===== src/rtl/dice_roll_ctrl.sv =====
// dice_roll_ctrl
// Turns the debounced switch presses into a roll request for one of four dice,
// steps the dice LFSR, rejection-samples its value into 1..N, plays a short
// animation of ROLL_FRAMES values, then holds the final value as BCD digits.

module dice_roll_ctrl #(
  parameter int CLKS_PER_FRAME = 2500000,
  parameter int ROLL_FRAMES    = 12
) (
  input  logic       i_Clk,
  input  logic       i_Rst_L,
  input  logic       i_Switch_1,
  input  logic       i_Switch_2,
  input  logic       i_Switch_3,
  input  logic       i_Switch_4,
  input  logic [4:0] i_Rand,
  output logic       o_Lfsr_En,
  output logic [1:0] o_Die_Sel,
  output logic [3:0] o_Tens,
  output logic [3:0] o_Ones,
  output logic       o_Blank,
  output logic       o_Rolling,
  output logic       o_Done
);

  // Sequencer states
  localparam logic [1:0] IDLE       = 2'd0;
  localparam logic [1:0] SAMPLE     = 2'd1;
  localparam logic [1:0] HOLD_FRAME = 2'd2;
  localparam logic [1:0] SHOW       = 2'd3;

  // Die select encoding
  localparam logic [1:0] DIE_D4  = 2'd0;
  localparam logic [1:0] DIE_D6  = 2'd1;
  localparam logic [1:0] DIE_D8  = 2'd2;
  localparam logic [1:0] DIE_D20 = 2'd3;

  localparam int TIMER_W = (CLKS_PER_FRAME > 2) ? $clog2(CLKS_PER_FRAME) : 1;
  localparam int COUNT_W = $clog2(ROLL_FRAMES + 1);

  localparam logic [TIMER_W-1:0] TIMER_LAST = TIMER_W'(CLKS_PER_FRAME - 1);
  localparam logic [COUNT_W-1:0] COUNT_LAST = COUNT_W'(ROLL_FRAMES);

  // Switch edge detection
  logic [3:0]         r_SwLevel;
  logic [3:0]         r_SwPrev;
  logic [3:0]         w_Press;
  logic               w_PressValid;
  logic [1:0]         w_PressDie;

  // Sequencer and roll bookkeeping
  logic [1:0]         r_State;
  logic [1:0]         w_NextState;
  logic [1:0]         r_DieSel;
  logic [COUNT_W-1:0] r_FrameCnt;
  logic [COUNT_W-1:0] w_FrameCntInc;
  logic [TIMER_W-1:0] r_Timer;
  logic               w_TimerDone;

  // Sampling datapath
  logic [4:0]         w_Mask;
  logic [4:0]         w_Limit;
  logic [4:0]         w_Masked;
  logic [4:0]         w_SampleValue;
  logic               w_Accept;
  logic               w_LastFrame;
  logic [3:0]         w_Tens;
  logic [3:0]         w_Ones;

  // Registered outputs
  logic [3:0]         r_Tens;
  logic [3:0]         r_Ones;
  logic               r_Blank;
  logic               r_LfsrEn;
  logic               r_Rolling;
  logic               r_Done;

  // A press is a rising level seen by the registered switch copy. Both the
  // level and previous-level registers reset high so a switch held through
  // reset looks like it has always been pressed and never fires.
  assign w_Press      = r_SwLevel & ~r_SwPrev;
  assign w_PressValid = (|w_Press) && ((r_State == IDLE) || (r_State == SHOW));

  // Fixed priority: Switch_1 wins, lower-priority simultaneous presses drop
  always_comb begin
    w_PressDie = DIE_D4;
    if (w_Press[0]) begin
      w_PressDie = DIE_D4;
    end else if (w_Press[1]) begin
      w_PressDie = DIE_D6;
    end else if (w_Press[2]) begin
      w_PressDie = DIE_D8;
    end else if (w_Press[3]) begin
      w_PressDie = DIE_D20;
    end
  end

  // Sample mask and acceptance limit for the latched die
  always_comb begin
    w_Mask  = 5'b11111;
    w_Limit = 5'd20;
    case (r_DieSel)
      DIE_D4: begin
        w_Mask  = 5'b00011;
        w_Limit = 5'd4;
      end
      DIE_D6: begin
        w_Mask  = 5'b00111;
        w_Limit = 5'd6;
      end
      DIE_D8: begin
        w_Mask  = 5'b00111;
        w_Limit = 5'd8;
      end
      default: begin
        w_Mask  = 5'b11111;
        w_Limit = 5'd20;
      end
    endcase
  end

  assign w_Masked      = i_Rand & w_Mask;
  assign w_SampleValue = w_Masked + 5'd1;
  assign w_Accept      = (r_State == SAMPLE) && (w_Masked < w_Limit);
  assign w_FrameCntInc = r_FrameCnt + COUNT_W'(1);
  assign w_LastFrame   = (w_FrameCntInc == COUNT_LAST);
  assign w_TimerDone   = (r_Timer == TIMER_LAST);

  // Split an accepted sample (1..20) into BCD tens and ones digits
  always_comb begin
    w_Tens = 4'd0;
    w_Ones = 4'(w_SampleValue);
    if (w_SampleValue >= 5'd20) begin
      w_Tens = 4'd2;
      w_Ones = 4'(w_SampleValue - 5'd20);
    end else if (w_SampleValue >= 5'd10) begin
      w_Tens = 4'd1;
      w_Ones = 4'(w_SampleValue - 5'd10);
    end
  end

  // Next-state selection for the roll sequencer
  always_comb begin
    w_NextState = r_State;
    case (r_State)
      IDLE, SHOW: begin
        if (w_PressValid) begin
          w_NextState = SAMPLE;
        end
      end
      SAMPLE: begin
        if (w_Accept) begin
          w_NextState = w_LastFrame ? SHOW : HOLD_FRAME;
        end
      end
      HOLD_FRAME: begin
        if (w_TimerDone) begin
          w_NextState = SAMPLE;
        end
      end
      default: begin
        w_NextState = IDLE;
      end
    endcase
  end

  // Register switch levels for press detection
  always_ff @(posedge i_Clk) begin
    if (!i_Rst_L) begin
      r_SwLevel <= 4'b1111;
      r_SwPrev  <= 4'b1111;
    end else begin
      r_SwLevel <= {i_Switch_4, i_Switch_3, i_Switch_2, i_Switch_1};
      r_SwPrev  <= r_SwLevel;
    end
  end

  // Sequencer state register
  always_ff @(posedge i_Clk) begin
    if (!i_Rst_L) begin
      r_State <= IDLE;
    end else begin
      r_State <= w_NextState;
    end
  end

  // Latch die choice, count accepted frames and time the hold between them
  always_ff @(posedge i_Clk) begin
    if (!i_Rst_L) begin
      r_DieSel   <= DIE_D4;
      r_FrameCnt <= '0;
      r_Timer    <= '0;
    end else begin
      if (w_PressValid) begin
        r_DieSel   <= w_PressDie;
        r_FrameCnt <= '0;
        r_Timer    <= '0;
      end else if (w_Accept) begin
        r_FrameCnt <= w_FrameCntInc;
        r_Timer    <= '0;
      end else if (r_State == HOLD_FRAME) begin
        if (w_TimerDone) begin
          r_Timer <= '0;
        end else begin
          r_Timer <= r_Timer + TIMER_W'(1);
        end
      end
    end
  end

  // Update the displayed digits on every accepted sample
  always_ff @(posedge i_Clk) begin
    if (!i_Rst_L) begin
      r_Tens  <= 4'd0;
      r_Ones  <= 4'd0;
      r_Blank <= 1'b1;
    end else if (w_Accept) begin
      r_Tens  <= w_Tens;
      r_Ones  <= w_Ones;
      r_Blank <= 1'b0;
    end
  end

  // Status outputs registered from the state being entered
  always_ff @(posedge i_Clk) begin
    if (!i_Rst_L) begin
      r_LfsrEn  <= 1'b0;
      r_Rolling <= 1'b0;
      r_Done    <= 1'b0;
    end else begin
      r_LfsrEn  <= (w_NextState == SAMPLE) || (w_NextState == HOLD_FRAME);
      r_Rolling <= (w_NextState == SAMPLE) || (w_NextState == HOLD_FRAME);
      r_Done    <= w_Accept && w_LastFrame;
    end
  end

  assign o_Lfsr_En = r_LfsrEn;
  assign o_Die_Sel = r_DieSel;
  assign o_Tens    = r_Tens;
  assign o_Ones    = r_Ones;
  assign o_Blank   = r_Blank;
  assign o_Rolling = r_Rolling;
  assign o_Done    = r_Done;

endmodule


===== config.mk =====
export PLATFORM = sky130hd
export DESIGN_NAME = dice_roll_ctrl
export DESIGN_NICKNAME = d
export VERILOG_FILES = /design/src/rtl/dice_roll_ctrl.sv
export SDC_FILE = /design/constraint.sdc
export NUM_CORES = 1
export LEC_CHECK = 0
export ABC_AREA = 1
export CAP_MARGIN = 5
export CELL_PAD_IN_SITES_DETAIL_PLACEMENT = 1
export CELL_PAD_IN_SITES_GLOBAL_PLACEMENT = 1
export CORE_MARGIN = 4
export CORE_UTILIZATION = 41
export CTS_CLUSTER_DIAMETER = 60
export DETAILED_ROUTE_END_ITERATION = 7
export HOLD_SLACK_MARGIN = 0.05
export PLACE_DENSITY_LB_ADDON = 0.1
export SYNTH_ARGS = -nofsm -noshare
export SYNTH_HDL_FRONTEND = slang
export SYNTH_SLANG_ARGS = --single-unit

===== constraint.sdc =====
create_clock -name i_Clk -period 2.1 [get_ports i_Clk]
set_input_delay 0.315 -clock i_Clk [delete_from_list [all_inputs] [get_ports i_Clk]]
set_output_delay 0.315 -clock i_Clk [all_outputs]
set_load 0.05 [all_outputs]

==> impl_metrics.tcl <==
set metrics [dict create \
    status "completed" \
    place_congestion 0.8059 \
    nets 402 \
    synth-seq-cells 47 \
    routed_wl_um 5732 \
    p_clk_share_pct 26.6 \
    startpoint_type "input pin" \
    timing.fmax_mhz 518.2 \
    cts.path.max_buffers 2 \
    busiest_layer "met2" \
    worstHoldStart "i_Rand[0]" \
    crit_required_ns 2.33 \
    critPathCaptureType "flip-flop" \
    vias 2223 \
    cts_max_level 2 \
    grt_use_met1_pct 24.06 \
    cts_hold_buf 0 \
    ant_nets 0 \
    setup_viol 0 \
    fin_tns_setup_ns 0 \
    synth_edf_count 0 \
    rrSetupSlack_ns 0.21 \
    seqPwrFrac_pct 47.1 \
    synth_cells 340 \
    dr.pass1.iters 4 \
    cts.sinks 47 \
    synth_most_common_cell "nand2_1" \
    dieHeight_um 85.38 \
    yosysTopAreaCellShare_pct 38.33 \
    p_comb_share_pct 26.3 \
    hold_end "o_Ones[0]" \
    period_minus_slack_ns 1.930 \
    rsz0062_at_grt "no" \
    wl_per_cell_um 12.65 \
    synth_flop_cell "dfxtp_1" \
    path_class "input pin to flip-flop" \
    antenna_found_initial 0 \
    synthArstFlopShare_pct 0 \
    area_growth_pct 21.76 \
    critPathArrivalTime_ns 2.16 \
    power_switching_share_pct 31.69 \
    ff2ff_path_depth 12 \
    worst_ir_drop_vdd_mv 0.3898 \
    finalCritPeriodShare_pct 91.90 \
    worst_slack_ns 0.1702 \
    grt_overflow 0 \
    dp_slack_ns -0.2310 \
    met3_usage_pct 3.592 \
    tightestPinTransition_ns 0.5070 \
    reg2reg_to "o_Ones[1]" \
    worst-path-max-fanout 6 \
    core_um2 5642 \
    drc 0 \
    synth_area_um2 2455 \
    timing.max_cap.violations 0 \
    io-pin-count 25 \
    synth_common_cells "nand2_1 (77), dfxtp_1 (47), nor2_1 (42), inv_1 (41), nand3_1 (26)" \
    synth_area_leader_cell "dfxtp_1" \
    synth-warning-count 0 \
    drive_above_1_share_pct 14.17 \
    cts_tree "done" \
    clk_pin_slew_ns 0.08 \
    insertion_delay_ns 0.30 \
    fillers 750 \
    min_delay_path_depth 3 \
    via_per_inst 4.907 \
    grt_pass1_wl_um 10410 \
    synth_cell_types 33 \
    grt_max_degree 15 \
    slew_viol_final 0 \
    synth_area_leaders "dfxtp_1 (38%), nand2_1 (12%), nor2_1 (6.4%)" \
    hpwl_um 4597 \
    relSlewSlack_pct 65.89 \
    die_x_um 85.38 \
    numCtsBuffers 5 \
    start_util_pct 43.51 \
    antenna_cells 0 \
    met2_usage_pct 27.26 \
    seq_area_frac_synth_pct 38.33 \
    port_buffers 22 \
    row_count 27 \
    dieArea_um2 7290 \
    finalPower_mw 2.052 \
    p_int_mw 1.401 \
    p_sw_mw 0.6502 \
    r2r-start "o_Die_Sel[1]" \
    fin_skew_ns 0.009110 \
    drtIter0Drc 36 \
    cts.root.buffer_cell "clkbuf_8" \
    final_hold_viol_count 0 \
    powerDensity_nw_per_um2 686.3 \
    grt_use_total_pct 17.30 \
    syn-mean-instance-area_um2 7.220 \
    grt_pass1_vias 2314 \
    p_leak_nw 1.299 \
    hold_path_class "input pin to flip-flop" \
]
-- area by class of cell --
| type | instances | area (µm²) | area share (%) |
|---|---|---|---|
| multi-input combinational | 245 | 1326 | 44.37 |
| sequential | 47 | 940.9 | 31.48 |
| timing repair buffer | 41 | 390.4 | 13.06 |
| inverter | 41 | 153.9 | 5.149 |
| tap | 72 | 90.09 | 3.014 |
| clock buffer | 6 | 82.58 | 2.763 |
| clock inverter | 1 | 5.005 | 0.1674 |
-- placed cells by master, fill, tap and decap left out, types with 3 or more instances in the layout --
cell type,instances
clkdlybuf4s50_1,21
a21oi_1,15
nor3b_2,3
nand2_2,5
buf_4,17
nand3_1,26
nand2_1,76
nor3_1,8
inv_1,41
xnor2_1,3
nand4_1,7
dfxtp_1,47
xor2_1,10
o21ai_0,10
or2_2,7
clkbuf_8,6
nor2_1,41
nor2_4,3
ha_1,8
o21ai_1,3
-- through the flow --
| step | instances | instance area (µm²) | util (%) | hold slack (ns) |
|---|---|---|---|---|
| 6_report | 453 | 2989 | 52.98 | 0.3876 |
| 5_1_grt | 453 | 2989 | 52.98 | 0.4114 |
| 4_1_cts | 452 | 2955 | 52.38 | 0.4351 |
| 3_5_place_dp | 445 | 2868 | 50.83 | 0.4155 |
| 3_3_place_gp | 445 | 2868 | 50.83 | 0.3958 |
| 2_1_floorplan | 341 | 2459 | - | 0.3868 |
-- how the worst max path moves through the flow --
stage / depth (start not counted) / endpoint / start / slack, ns
after detailed placement: 13 / o_Ones[1] / i_Rand[0] / -0.23
after global routing: 13 / o_Ones[1] / i_Rand[1] / 0.01
final: 13 / o_Ones[1] / i_Rand[1] / 0.17
after global placement: 13 / o_Ones[1] / i_Rand[0] / -0.15
after floorplan: 12 / o_Ones[1] / o_Die_Sel[0] / 0.04
after CTS: 13 / o_Ones[1] / i_Rand[0] / 0.07
-- per-layer routing --
layer / part of all wire (%) / wire length [µm]
met5: 0 / 0
met4: 1.2 / 70
met3: 2.9 / 165
met2: 44 / 2511
met1: 52 / 2985
-- critical path, stage by stage --
cell and delay, ns:
clkdlybuf4s50_1 0.44, ha_2 0.19, or2_1 0.26, nand2_2 0.11
inv_1 0.06, ha_1 0.19, o21ai_2 0.13, nand2_1 0.08
nand2_2 0.11, nand2_1 0.08, nand2_1 0.06, nand2_1 0.04
a21oi_1 0.10
-- registers in the layout, summed over array words and instances, names as in the netlist --
name / flops
o_Blank: 1
o_Die_Sel: 2
r_FrameCnt: 4
r_SwLevel: 4
r_SwPrev: 4
o_Done: 1
o_Ones: 4
o_Rolling: 1
r_State: 2
r_Timer: 22
o_Tens: 2
-- logic make-up after synthesis --
kind of cell,share of synthesized area (%)
AO/OA/AOI/OAI,6.881
flip-flops,38.33
XOR/XNOR,5.301
buffers and inverters,8.766
adder cells (fa/ha/maj),5.097
AND/OR/NAND/NOR,35.47
other,0.1528
-- timing repair --
action                                  in CTS  in global routing
endpoints found under the setup margin       0                  6
setup buffers                                0                  1
resized for setup                            0                  8
-- power by group through the flow --
stage	clock network, mW	logic [mW]	registers (mW)
4_1_cts	0.570	0.541	0.967
5_1_grt	0.613	0.591	0.974
6_report	0.546	0.540	0.965
3_3_place_gp	0	0.528	0.985
3_5_place_dp	0	0.538	0.988
2_1_floorplan	0	0.240	1.09
(Power assumes the default switching activity.)
